**src/rtl/apb_mem_ctrl.sv**
```systemverilog
// apb_mem_ctrl: APB4 completer driving a registered byte-laned memory.
// Adds programmable wait states, address-range checking and PSLVERR.
// Ports:
//   clk, rst_n          clock, synchronous active-low reset
//   psel..pstrb         APB requester inputs
//   pready/prdata/      APB response (registered, one-cycle pready)
//   pslverr
//   mem_wr/mem_rd/      single-cycle memory request (registered)
//   mem_be/mem_address/
//   mem_data_in
//   mem_data_out        registered read data from memory
module apb_mem_ctrl #(
  parameter int ADDR_WIDTH     = 32,
  parameter int DATA_WIDTH     = 32,
  parameter int MEM_WIDTH      = 8,
  parameter int MEM_SIZE       = 256,
  parameter int MEM_ADDR_WIDTH = 8,
  parameter int WAIT_STATES    = 0
) (
  input  logic                            clk,
  input  logic                            rst_n,
  input  logic                            psel,
  input  logic                            penable,
  input  logic                            pwrite,
  input  logic [ADDR_WIDTH-1:0]           paddr,
  input  logic [DATA_WIDTH-1:0]           pwdata,
  input  logic [DATA_WIDTH/MEM_WIDTH-1:0] pstrb,
  output logic                            pready,
  output logic [DATA_WIDTH-1:0]           prdata,
  output logic                            pslverr,
  output logic                            mem_wr,
  output logic                            mem_rd,
  output logic [DATA_WIDTH/MEM_WIDTH-1:0] mem_be,
  output logic [MEM_ADDR_WIDTH-1:0]       mem_address,
  output logic [DATA_WIDTH-1:0]           mem_data_in,
  input  logic [DATA_WIDTH-1:0]           mem_data_out
);

  localparam int LANES    = DATA_WIDTH / MEM_WIDTH;
  localparam int BYTES    = DATA_WIDTH / 8;
  localparam int BYTE_OFF = $clog2(BYTES);
  localparam bit HAS_WAIT = (WAIT_STATES > 0);
  localparam int WS_M1    = HAS_WAIT ? WAIT_STATES - 1 : 0;
  localparam logic [3:0] WS_LOAD = 4'(WS_M1);
  localparam logic [ADDR_WIDTH:0] LIMIT =
    (ADDR_WIDTH+1)'(MEM_SIZE * BYTES);

  typedef enum logic [1:0] {
    IDLE,
    WAIT,
    REQ,
    RESP
  } state_t;

  state_t state;

  logic                      is_wr;
  logic                      err;
  logic [MEM_ADDR_WIDTH-1:0] addr_q;
  logic [DATA_WIDTH-1:0]     wdata_q;
  logic [LANES-1:0]          strb_q;
  logic [3:0]                cnt;

  logic                      setup;
  logic                      bad;
  logic                      issue;
  logic                      req_wr;
  logic [MEM_ADDR_WIDTH-1:0] req_addr;
  logic [DATA_WIDTH-1:0]     req_data;
  logic [LANES-1:0]          req_strb;

  assign setup = psel & ~penable;

  assign bad = (|paddr[BYTE_OFF-1:0]) ||
               ({1'b0, paddr} >= LIMIT);

  // With no wait states the request is issued straight from the setup
  // edge, so it must use the live APB inputs instead of the latches.
  always_comb begin
    req_wr   = is_wr;
    req_addr = addr_q;
    req_data = wdata_q;
    req_strb = strb_q;
    if (state == IDLE) begin
      req_wr   = pwrite;
      req_addr = paddr[BYTE_OFF +: MEM_ADDR_WIDTH];
      req_data = pwdata;
      req_strb = pstrb;
    end
  end

  always_comb begin
    issue = 1'b0;
    unique case (state)
      IDLE: issue = setup && !bad && !HAS_WAIT;
      WAIT: issue = psel && (cnt == 4'd0);
      default: issue = 1'b0;
    endcase
  end

  always_ff @(posedge clk) begin
    if (!rst_n) begin
      state       <= IDLE;
      pready      <= 1'b0;
      pslverr     <= 1'b0;
      prdata      <= '0;
      mem_wr      <= 1'b0;
      mem_rd      <= 1'b0;
      mem_be      <= '0;
      mem_address <= '0;
      mem_data_in <= '0;
      is_wr       <= 1'b0;
      err         <= 1'b0;
      addr_q      <= '0;
      wdata_q     <= '0;
      strb_q      <= '0;
      cnt         <= '0;
    end else begin
      mem_wr  <= 1'b0;
      mem_rd  <= 1'b0;
      pready  <= 1'b0;
      pslverr <= 1'b0;
      prdata  <= '0;

      unique case (state)
        IDLE: begin
          if (setup) begin
            is_wr   <= pwrite;
            addr_q  <= paddr[BYTE_OFF +: MEM_ADDR_WIDTH];
            wdata_q <= pwdata;
            strb_q  <= pstrb;
            err     <= bad;
            if (bad) begin
              state <= RESP;
            end else if (HAS_WAIT) begin
              cnt   <= WS_LOAD;
              state <= WAIT;
            end else begin
              state <= REQ;
            end
          end
        end
        WAIT: begin
          if (!psel) begin
            state <= IDLE;
          end else if (cnt == 4'd0) begin
            state <= REQ;
          end else begin
            cnt <= cnt - 4'd1;
          end
        end
        REQ: begin
          // An abandoned write has already been issued and stays done.
          state <= psel ? RESP : IDLE;
        end
        RESP: begin
          state <= IDLE;
          // Memory data is valid in this cycle; capture it with pready.
          if (psel) begin
            pready  <= 1'b1;
            pslverr <= err;
            if (!is_wr && !err) begin
              prdata <= mem_data_out;
            end
          end
        end
        default: state <= IDLE;
      endcase

      if (issue) begin
        mem_wr      <= req_wr;
        mem_rd      <= ~req_wr;
        mem_be      <= req_wr ? req_strb : '1;
        mem_address <= req_addr;
        if (req_wr) begin
          mem_data_in <= req_data;
        end
      end
    end
  end

endmodule

```
**config.mk**
```make
export PLATFORM = sky130hd
export DESIGN_NAME = apb_mem_ctrl
export DESIGN_NICKNAME = d
export VERILOG_FILES = /design/src/rtl/apb_mem_ctrl.sv
export SDC_FILE = /design/constraint.sdc
export NUM_CORES = 1
export LEC_CHECK = 0
export ABC_CLOCK_PERIOD_IN_PS = 3400
export CELL_PAD_IN_SITES_DETAIL_PLACEMENT = 1
export CELL_PAD_IN_SITES_GLOBAL_PLACEMENT = 2
export CORE_MARGIN = 1
export CORE_UTILIZATION = 31
export CTS_CLUSTER_SIZE = 14
export DETAILED_ROUTE_END_ITERATION = 10
export MAX_ROUTING_LAYER = met4
export PLACE_DENSITY = 0.93
export SETUP_SLACK_MARGIN = 0.02
export SYNTH_ARGS = -nofsm -noshare
export SYNTH_HDL_FRONTEND = slang
export SYNTH_SLANG_ARGS = --single-unit
export TNS_END_PERCENT = 100
```
**constraint.sdc**
```tcl
create_clock -name clk -period 3.4 [get_ports clk]
set_input_delay 0.68 -clock clk [delete_from_list [all_inputs] [get_ports clk]]
set_output_delay 0.68 -clock clk [all_outputs]
set_load 0.02 [all_outputs]
```
Yosys cells after proc, flatten, opt, wreduce, memory -nomap -nowiden. Index checks and enable logic that the tools add are counted.

$add $sub $neg: 1. Magnitude comparators: 1. Equality and inequality tests: 5. Muxes and demuxes: 13. Bitwise logic cells: 4. Reductions and logical operators: 18.

Operators by type and width (count): $ge A32 B11 Y1 const B (1); $mux W32 (1); $reduce_and A2 Y1 (5); $mux W2 (4); $mux W4 (2); $mux W8 (1); $pmux W2 S4 (1); $reduce_and A3 Y1 (2); $eq A2 B2 Y1 const B (2); $logic_not A4 Y1 (1); $reduce_and A4 Y1 (1); $sub A4 B1 Y4 const B (1); $logic_and A1 B1 Y1 (3); $logic_not A1 Y1 (3); $mux W1 (3); $ne A3 B3 Y1 const B (1); $not A1 Y1 (3); $eq A2 B1 Y1 const B (1); $logic_not A2 Y1 (1); $ne A2 B2 Y1 const B (1); $pmux W1 S2 (1); $reduce_or A2 Y1 (1); $and A1 B1 Y1 (1); $logic_or A1 B1 Y1 (1).

Bits in registers: 132. Input port bits: 105. Output and inout port bits: 80. Word-level logic and storage cells: 57.

Depth between registers and ports, before layout. Gate-level depths: netlist of run 1.

Word-level depth: 6. Mapped depth: 8. Depth with buffers taken out: 6.

Worst setup path before layout of run 1. Ideal clock, no wire load.

Kind: input to register. Start: input port paddr[19]. End: register mem_data_in[10]. Library setup time: 0.083 ns. Arrival: 2.031 ns. Data required time: 3.317 ns. Setup slack: 1.287 ns. Stages on the path: 6. Cell sequence: nor4_1 -> nand4_1 -> or3_1 -> buf_2 -> buf_6 -> o221ai_2.

Word-level cells in the longest chain between the ends: 6.

Ends and longest elaborated chain: start, declared (RTL line 25) `input logic [ADDR_WIDTH-1:0] paddr,`; $ge A32 B11 Y1 (RTL line 75) `({1'b0, paddr} >= LIMIT);`; $logic_or A1 B1 Y1 (RTL line 74) `assign bad = (|paddr[BYTE_OFF-1:0]) ||`; $logic_not A1 Y1 (RTL line 95) `IDLE: issue = setup && !bad && !HAS_WAIT;`; $logic_and A1 B1 Y1 (RTL line 95); $pmux W1 S2 (RTL line 94) `unique case (state)`; $reduce_and A2 Y1 (no source line); end signal, assigned (RTL line 176) `mem_data_in <= req_data;`; end, declared (RTL line 35) `output logic [DATA_WIDTH-1:0] mem_data_in,`.

Every way passes these cells. A chain may end at the register's enable or synchronous reset.

Final worst setup path of run 1.
Start: input port paddr[27]. End: register mem_data_in[14].

Same word-level chain as after synthesis.

==> results of run 1 <==
==> sequential cells by signal, summed over array words and instances (netlist names) <==
| register | cells |
|---|---|
| mem_data_in | 32 |
| err | 1 |
| prdata | 32 |
| strb_q | 4 |
| wdata_q | 32 |
| pready | 1 |
| cnt | 4 |
| pslverr | 1 |
| mem_address | 8 |
| addr_q | 8 |
| mem_wr | 1 |
| is_wr | 1 |
| mem_be | 4 |
| state | 2 |
| mem_rd | 1 |
==> per-stage QoR <==
stage	cell area (um^2)	setup slack, ns
finish	8917	0.7417
global placement	8327	0.3189
CTS	8917	0.7565
floorplan	6326	1.287
global route	8917	0.6801
detailed placement	8327	0.3137
==> power breakdown <==
group / leakage, uW / switching [uW] / total [uW] / internal [uW]
Combinational: 0.00167 / 245 / 496 / 251
Clock: 0.000277 / 737 / 1850 / 1110
Sequential: 0.00107 / 34.1 / 1620 / 1590
Total: 0.00302 / 1020 / 3970 / 2950
==> worst reg2reg max path, cell delays in order (launching register included) <==
cell	delay [ns]
dfxtp_1	0.48
nor2_8	0.56
nand3b_4	0.13
or3_2	0.66
buf_12	0.24
o221ai_2	0.20
==> cell families (layout without fill, tap and decap cells) <==
family	count (synthesis)	count (layout)	share of synthesized area [%]
adder cells (fa/ha/maj)	1	1	0.1978
XOR/XNOR	3	3	0.4154
multiplexers	56	56	9.731
buffers and inverters	67	236	5.518
AO/OA/AOI/OAI	189	189	26.76
flip-flops	132	132	41.77
AND/OR/NAND/NOR	211	211	15.61
==> worst max path at each step <==
stage / cells after the start / to / slack [ns] / start
final: 6 / mem_data_in[14] / 0.74 / paddr[27]
after global routing: 6 / mem_data_in[21] / 0.68 / paddr[27]
after CTS: 6 / mem_data_in[18] / 0.76 / paddr[26]
after floorplan: 6 / mem_data_in[10] / 1.29 / paddr[19]
after detailed placement: 6 / mem_data_in[18] / 0.31 / paddr[26]
after global placement: 6 / mem_data_in[23] / 0.32 / paddr[26]
==> layout make-up <==
class / count / area, um^2
Inverter: 4 / 16.27
Multi-Input combinational cell: 460 / 3354
Tap cell: 265 / 331.6
Clock buffer: 19 / 442.9
Sequential cell: 132 / 2643
Timing Repair Buffer: 200 / 1982
Fill cell: 2193 / 10800
Clock inverter: 13 / 147.6
==> cells in the final DEF (no fill, tap or decap), types with 2 or more instances in the layout <==
master           synthesis  final
clkdlybuf4s50_1          0    183
nand2_1                146    146
dfxtp_1                132    132
a21oi_1                 48     48
mux2_2                  44     44
and2_1                  33     33
o21bai_1                33     33
o211ai_1                32     32
a22oi_2                 31     31
o221ai_2                31     31
clkbuf_16                0     17
buf_4                    1     14
mux2i_1                 12     12
nor2_1                   8      8
nor4_1                   7      6
o21ai_0                  5      5
inv_6                    0      5
clkinvlp_4               0      4
inv_1                    4      3
nand3_1                  4      3
clkinv_2                 0      2
xor2_1                   2      2
nor3_1                   2      2
bufinv_16                0      2
buf_12                   0      2
==> layer usage <==
layer | wire length (um) | part of all wire [%] | global-route usage, %
met3 | 660 | 3.3 | 3.916
met1 | 8510 | 43 | 22.75
met4 | 359 | 1.8 | 6.316
met5 | 0 | 0 | -
met2 | 10210 | 52 | 33.53
==> flow_metrics.py, run 1 <==
metrics = {
    "routing": {
        "drtIter0Drc": 250,
        "via_per_inst": 5.064,
        "antenna_left": 0,
        "wire_per_inst_um": 18.06,
        "vias": 5535,
        "dr.pass1.iters": 4,
        "drc": 0,
        "wl_um": 19740,
    },
    "sta": {
        "setup_viol": 0,
        "slew_headroom_pct": 22.76,
        "hold_viol": 0,
        "tightestPinTransition_ns": 1.159,
        "fin_setup_tns_ns": 0,
        "clock.fmax_ghz": 0.3762,
        "holdWs_ns": 0.4529,
        "fin_skew_ns": 0.01238,
        "rsz0062_at_grt": "false",
        "finalCritPeriodShare_pct": 78.18,
        "min_period_ns": 2.658,
        "drv_slew": 0,
    },
    "yosys": {
        "synthArstFlopShare_pct": 0,
        "synth_warnings": 0,
        "synth_top_area_cell": "dfxtp_1",
        "synth_seq_area_share_pct": 41.77,
        "synth.distinct_cells": 44,
        "netlist_top_cells_count": "146 x nand2_1, 132 x dfxtp_1, 48 x a21oi_1, 44 x mux2_2, 39 x clkbuf_1",
        "netlist.area_leader.share_pct": 41.77,
        "ys_seq_elements": 132,
        "synthCells": 659,
        "synth-edff-count": 0,
        "avgSynthCellArea_um2": 9.599,
        "synth.most_common_cell": "nand2_1",
        "synth.area.top_cells": "dfxtp_1 42%, nand2_1 8.7%, mux2_2 7.8%, o221ai_2 7.4%, a22oi_2 6.1%",
        "synth.cell_area_um2": 6326,
        "synth_nets": 765,
        "ys.flop_type": "dfxtp_1",
    },
    "hold_path": {
        "hold_end": "wdata_q[17]",
        "hold_path_depth": 2,
        "holdCritStartpoint": "wdata_q[17]",
        "min_path_type": "flop to flop",
    },
    "global_routing": {
        "antenna_found_initial": 0,
        "grt_pass1_vias": 5681,
        "grt_pass1_wl_um": 30300,
        "grt.overflow.total": 0,
        "grt_start_max_net_pins": 83,
        "grt_usage_pct": 19.52,
    },
    "setup_path": {
        "r2r_slack_ns": 1.03,
        "r2r_start": "state[0]",
        "crit_chain": "clkdlybuf4s50_1, nor4_1, nand2_1, or3_2, buf_12, o221ai_2",
        "cp_slowest_cell": "nor4_1",
        "crit_buf_inv": 2,
        "cp.required_ns": 3.73,
        "r2r_cells": 5,
        "cp_max_fo": 21,
        "crit_arrival_ns": 2.99,
        "r2r_end": "mem_data_in[14]",
        "worstSetupPathType": "primary input to flop",
        "cp-end-kind": "flop",
        "critPathLaunchType": "primary input",
        "worst_path_dominant_cell_family": "simple AND/OR/NAND/NOR gates",
        "max_stage_delay_ns": 0.63,
    },
    "floorplan": {
        "die_w_um": 144.9,
        "core_area_um2": 19720,
        "start_util_pct": 32.08,
        "std_cell_rows": 51,
        "die-area_um2": 20980,
        "ios": 185,
        "die_y_um": 144.9,
    },
    "power": {
        "power_density_nw_per_um2": 444.9,
        "total_power_uw": 3968,
        "leakagePower_uw": 0.003016,
        "ir_drop_v": 0.0003683,
    },
    "clocking": {
        "clkTransAtPathRegs_ns": 0.06,
        "cts_buffers": 17,
        "root_buffer": "clkbuf_16",
        "cts_setup_buffers": 0,
        "cts_tree": "built",
        "cts_resized": 0,
        "clockBufferDepth": 2,
        "cts_sinks": 132,
        "htreeDepth": 4,
        "postCtsHoldBufs": 0,
        "insertion_delay_ns": 0.42,
    },
    "placement": {
        "port_buffers": 184,
        "gp_congestion": 0.7175,
        "dpl.cell_count": 1061,
        "dp_hpwl_um": 12840,
    },
    "finish": {
        "finalNetCount": 921,
        "utilization_pct": 45.23,
        "n_antenna_cell": 0,
        "fin_cells": 1093,
        "final_layout_size_suffix_gt1_share_pct": 20.17,
        "syn_to_final_growth_pct": 40.96,
    },
    "flow_run": {
        "max-cap-violations": 0,
    },
    "outcome": {
        "status": "finished, final reports clean",
    },
}
No activity file was read; power rests on OpenSTA's default activity.
==> inputs of run 2 (changes only) <==
--- a/config.mk
+++ b/config.mk
@@ -5,15 +5,15 @@
 export SDC_FILE = /design/constraint.sdc
 export NUM_CORES = 1
 export LEC_CHECK = 0
-export ABC_CLOCK_PERIOD_IN_PS = 3400
+export ABC_CLOCK_PERIOD_IN_PS = 2450
 export CELL_PAD_IN_SITES_DETAIL_PLACEMENT = 1
 export CELL_PAD_IN_SITES_GLOBAL_PLACEMENT = 2
 export CORE_MARGIN = 1
-export CORE_UTILIZATION = 31
+export CORE_UTILIZATION = 28
 export CTS_CLUSTER_SIZE = 14
 export DETAILED_ROUTE_END_ITERATION = 10
 export MAX_ROUTING_LAYER = met4
-export PLACE_DENSITY = 0.93
+export PLACE_DENSITY = 0.86
 export SETUP_SLACK_MARGIN = 0.02
 export SYNTH_ARGS = -nofsm -noshare
 export SYNTH_HDL_FRONTEND = slang
==> constraint.sdc (replaced) <==
create_clock -name clk -period 2.45 [get_ports clk]
set_input_delay 0.49 -clock clk [delete_from_list [all_inputs] [get_ports clk]]
set_output_delay 0.49 -clock clk [all_outputs]
set_load 0.02 [all_outputs]
==> flow_metrics.py, run 2 (synthesis results as in run 1) <==
metrics = {
    "flow_run": {
        "max-cap-violations": 0,
    },
    "global_routing": {
        "grt_usage_pct": 17.92,
        "grt_pass1_wl_um": 31700,
        "antenna_found_initial": 0,
        "grt_start_max_net_pins": 51,
        "grt_pass1_vias": 5760,
        "grt.overflow.total": 0,
    },
    "sta": {
        "hold_viol": 0,
        "finalCritPeriodShare_pct": 87.77,
        "setup_viol": 0,
        "fin_skew_ns": 0.007768,
        "rsz0062_at_grt": "false",
        "drv_slew": 0,
        "min_period_ns": 2.150,
        "slew_headroom_pct": 54.30,
        "tightestPinTransition_ns": 0.6854,
        "clock.fmax_ghz": 0.4650,
    },
    "power": {
        "total_power_uw": 5896,
        "ir_drop_v": 0.0004357,
        "leakagePower_uw": 0.003143,
        "power_density_nw_per_um2": 641.8,
    },
    "setup_path": {
        "crit_arrival_ns": 2.49,
        "worstSetupStartpoint": "paddr[19]",
        "cp_max_fo": 20,
        "cp-end-kind": "flop",
        "r2r_start": "state[0]",
        "endpoint": "mem_data_in[17]",
        "r2r_slack_ns": 0.35,
        "critPathLaunchType": "primary input",
        "r2r_end": "mem_data_in[4]",
        "worstSetupPathType": "primary input to flop",
        "r2r_cells": 4,
        "cp.required_ns": 2.79,
    },
    "clocking": {
        "htreeDepth": 4,
        "insertion_delay_ns": 0.42,
        "cts_resized": 0,
        "cts_tree": "built",
        "cts_sinks": 132,
        "clkTransAtPathRegs_ns": 0.06,
        "clockBufferDepth": 2,
        "root_buffer": "clkbuf_16",
        "cts_buffers": 17,
        "postCtsHoldBufs": 0,
        "cts_setup_buffers": 0,
    },
    "outcome": {
        "status": "finished, violations left",
        "violations": "DRC",
    },
    "routing": {
        "vias": 5468,
        "via_per_inst": 4.895,
        "drc": 9,
        "dr.pass1.iters": 8,
        "drtIter0Drc": 256,
        "antenna_left": 0,
        "wire_per_inst_um": 17.88,
        "wl_um": 19970,
    },
    "placement": {
        "dpl-instance-area_um2": 8514,
        "dp_hpwl_um": 13270,
        "port_buffers": 184,
        "gp_congestion": 0.7336,
    },
    "hold_path": {
        "min_path_type": "flop to flop",
        "hold_path_depth": 2,
    },
    "floorplan": {
        "die-area_um2": 23200,
        "die_y_um": 152.3,
        "die_w_um": 152.3,
        "start_util_pct": 28.81,
        "ios": 185,
        "std_cell_rows": 54,
        "core_area_um2": 21960,
    },
    "finish": {
        "fillers": 2438,
        "final_cell_mix": "183 x clkdlybuf4s50_1, 146 x nand2_1, 132 x dfxtp_1",
        "final_layout_size_suffix_gt1_share_pct": 20.91,
        "largest_registers": "mem_data_in (32), prdata (32), wdata_q (32)",
        "utilization_pct": 41.84,
        "layout_commonest_cell": "clkdlybuf4s50_1",
        "fin_area_um2": 9188,
        "finalNetCount": 930,
        "syn_to_final_growth_pct": 45.23,
        "n_antenna_cell": 0,
    },
}
==> run 2: cell count changes in the layout (fill, tap and decap cells not counted), sizes merged <==
cell	delta
clkbuf	+1
clkinvlp	-2
bufinv	+4
buf	+9
inv	-3
==> run 2: area by class of cell <==
class / instances / area (um^2) / share of cell area [%]
inverter: 4 / 17.52 / 0.1907
timing repair buffer: 209 / 2150 / 23.40
clock buffer: 20 / 446.7 / 4.862
multi-input combinational: 460 / 3354 / 36.51
clock inverter: 12 / 226.5 / 2.465
tap: 280 / 350.3 / 3.813
sequential: 132 / 2643 / 28.76
==> run 2: power breakdown <==
group,total [uW],switching (uW),internal (uW)
clock network,2930,994,1940
logic,707,346,361
registers,2250,47.1,2210
==> run 2: critical path, cell delays in order <==
cell             delay [ns]
clkdlybuf4s50_1        0.41
nor4_1                 0.33
nand4_1                0.26
or3_2                  0.59
buf_12                 0.20
o221ai_2               0.20
==> run 2: worst min path at each step <==
| stage | from | end | slack [ns] |
|---|---|---|---|
| floorplan | addr_q[0] | addr_q[0] | 0.43 |
| global placement | wdata_q[2] | wdata_q[2] | 0.44 |
| detailed placement | wdata_q[1] | wdata_q[1] | 0.45 |
| CTS | wdata_q[1] | wdata_q[1] | 0.46 |
| global route | mem_address[5] | mem_address[5] | 0.47 |
| finish | addr_q[6] | addr_q[6] | 0.45 |
==> run 2: per-stage QoR <==
| stage | hold WS, ns | setup TNS (ns) | std cells | worst slack, ns |
|---|---|---|---|---|
| 6_report | 0.4518 | 0 | 1117 | 0.2996 |
| 4_1_cts | 0.4554 | 0 | 1117 | 0.2865 |
| 3_5_place_dp | 0.4473 | -5.328 | 1085 | -0.1446 |
| 2_1_floorplan | 0.4338 | 0 | 659 | 0.5266 |
| 3_3_place_gp | 0.4393 | -0.9675 | 1085 | -0.04192 |
| 5_1_grt | 0.4721 | 0 | 1117 | 0.1670 |
==> run 2: layer usage <==
layer  vias up  global-route usage, %  share of wire, %
met5         -                      -                 0
met4         0                  5.539              0.95
met3        14                  3.356               3.1
met2       108                  30.99                52
met1      2656                  20.95                44
li1       2690                      -                 -
==> inputs of run 3 (changes only) <==
--- a/config.mk
+++ b/config.mk
@@ -6,14 +6,13 @@
 export NUM_CORES = 1
 export LEC_CHECK = 0
 export ABC_CLOCK_PERIOD_IN_PS = 2450
-export CELL_PAD_IN_SITES_DETAIL_PLACEMENT = 1
-export CELL_PAD_IN_SITES_GLOBAL_PLACEMENT = 2
+export CORE_ASPECT_RATIO = 1.75
 export CORE_MARGIN = 1
-export CORE_UTILIZATION = 28
+export CORE_UTILIZATION = 48
 export CTS_CLUSTER_SIZE = 14
 export DETAILED_ROUTE_END_ITERATION = 10
 export MAX_ROUTING_LAYER = met4
-export PLACE_DENSITY = 0.86
+export PLACE_DENSITY = 0.88
 export SETUP_SLACK_MARGIN = 0.02
 export SYNTH_ARGS = -nofsm -noshare
 export SYNTH_HDL_FRONTEND = slang
==> flow_metrics.py, run 3 (synthesis results as in run 1) <==
metrics = {
    "floorplan": {
        "die_y_um": 153.9,
        "std_cell_rows": 55,
        "die-area_um2": 13660,
        "die_w_um": 88.78,
        "core_area_um2": 12870,
        "start_util_pct": 49.16,
        "ios": 185,
    },
    "routing": {
        "antenna_left": 0,
        "via_per_inst": 5.521,
        "drtIter0Drc": 348,
        "wl_um": 17460,
        "wire_per_inst_um": 17.37,
        "dr.pass1.iters": 5,
        "vias": 5549,
        "drc": 0,
    },
    "sta": {
        "min_period_ns": 2.133,
        "fin_setup_tns_ns": 0,
        "setup_viol": 0,
        "holdWs_ns": 0.4323,
        "slew_headroom_pct": 57.33,
        "fin_skew_ns": 0.01086,
        "rsz0062_at_grt": "false",
        "clock.fmax_ghz": 0.4689,
        "hold_viol": 0,
        "drv_slew": 0,
        "finalCritPeriodShare_pct": 87.05,
        "tightestPinTransition_ns": 0.6401,
        "worst_slack_ns": 0.3172,
    },
    "outcome": {
        "status": "finished, final reports clean",
    },
    "clocking": {
        "clockBufferDepth": 2,
        "root_buffer": "clkbuf_16",
        "cts_sinks": 132,
        "postCtsHoldBufs": 0,
        "cts_buffers": 17,
        "cts_resized": 0,
        "htreeDepth": 4,
        "clkTransAtPathRegs_ns": 0.06,
        "cts_setup_buffers": 0,
        "insertion_delay_ns": 0.42,
        "cts_tree": "built",
    },
    "global_routing": {
        "grt.overflow.total": 0,
        "grt_usage_pct": 27.46,
        "grt_pass1_wl_um": 27930,
        "grt_pass1_vias": 5708,
        "grt_start_max_net_pins": 83,
        "antenna_found_initial": 0,
    },
    "finish": {
        "finalNetCount": 928,
        "fillers": 967,
        "final_cell_mix": "183 x clkdlybuf4s50_1, 146 x nand2_1, 132 x dfxtp_1",
        "layout_commonest_cell": "clkdlybuf4s50_1",
        "n_antenna_cell": 0,
        "final_layout_size_suffix_gt1_share_pct": 20.62,
        "syn_to_final_growth_pct": 40.13,
        "largest_registers": "mem_data_in (32), prdata (32), wdata_q (32)",
    },
    "placement": {
        "dp_hpwl_um": 11670,
        "dp_slack_ns": -0.02821,
        "gp_congestion": 0.7820,
        "port_buffers": 184,
    },
    "power": {
        "ir_drop_v": 0.0004998,
        "leakagePower_uw": 0.003061,
        "total_power_uw": 5329,
        "power_density_nw_per_um2": 601.1,
    },
    "setup_path": {
        "crit_arrival_ns": 2.46,
        "cp.required_ns": 2.78,
        "critPathLaunchType": "flop",
        "cp-end-kind": "flop",
        "worstSetupPathType": "flop to flop",
        "cp_max_fo": 24,
    },
    "hold_path": {
        "min_path_type": "primary input to flop",
    },
    "flow_run": {
        "max-cap-violations": 0,
    },
}
==> run 3: changes by cell type in the layout (fill, tap and decap cells not counted), moves of 2 or more <==
cell       delta
clkinv_4      +4
clkinv_2      +2
buf_4         +2
buf_12        -4
bufinv_16     -5
clkbuf_1      -2
==> run 3: power by group <==
group | leakage (uW) | internal (uW) | switching [uW] | total (uW)
clock | 0.000266 | 1400 | 978 | 2380
combinational | 0.00173 | 362 | 337 | 700
sequential | 0.00107 | 2210 | 45.2 | 2250
total | 0.00306 | 3970 | 1360 | 5330
==> run 3: layer usage <==
layer / vias up / wire (um) / GRT usage (%) / share of wire, %
li1: 2677 / - / - / -
met1: 2635 / 6737 / 29.78 / 39
met2: 189 / 9147 / 45.86 / 52
met3: 48 / 852 / 5.797 / 4.9
met4: 0 / 724 / 14.59 / 4.1
met5: - / 0 / - / 0
==> run 3: final cells by class <==
type                    instances  area [um^2]  area share [%]
inverters                       4        16.27          0.1835
repair buffers                207         2085           23.51
clock buffers                  17        425.4           4.799
well taps                     171        214.0           2.414
clock inverters                14        132.6           1.496
multi-input cells             460         3349           37.78
flip-flops and latches        132         2643           29.81
==> run 3: final timing paths <==
| path | start | slack, ns | end | depth (start not counted) |
|---|---|---|---|---|
| setup / recovery | cnt[0] | 0.32 | mem_data_in[31] | 7 |
| hold / removal | rst_n | 0.43 | state[1] | 3 |
| setup reg to reg | cnt[0] | 0.32 | mem_data_in[31] | 7 |
| hold reg to reg | wdata_q[16] | 0.45 | wdata_q[16] | 2 |
==> run 3: critical path, stage by stage (launching register included) <==
cell and delay, ns:
dfxtp_1 0.33, inv_1 0.06, ha_1 0.17, or3b_1 0.58
a211oi_4 0.36, buf_12 0.25, a22oi_1 0.10, o221ai_1 0.18
==> run 3: through the flow <==
stage	instances	utilization, %	area, um^2
after floorplan	659	-	6326
after global placement	974	64.55	8307
after detailed placement	974	64.55	8307
after CTS	1005	68.89	8865
after global routing	1005	68.89	8865
final	1005	68.89	8865
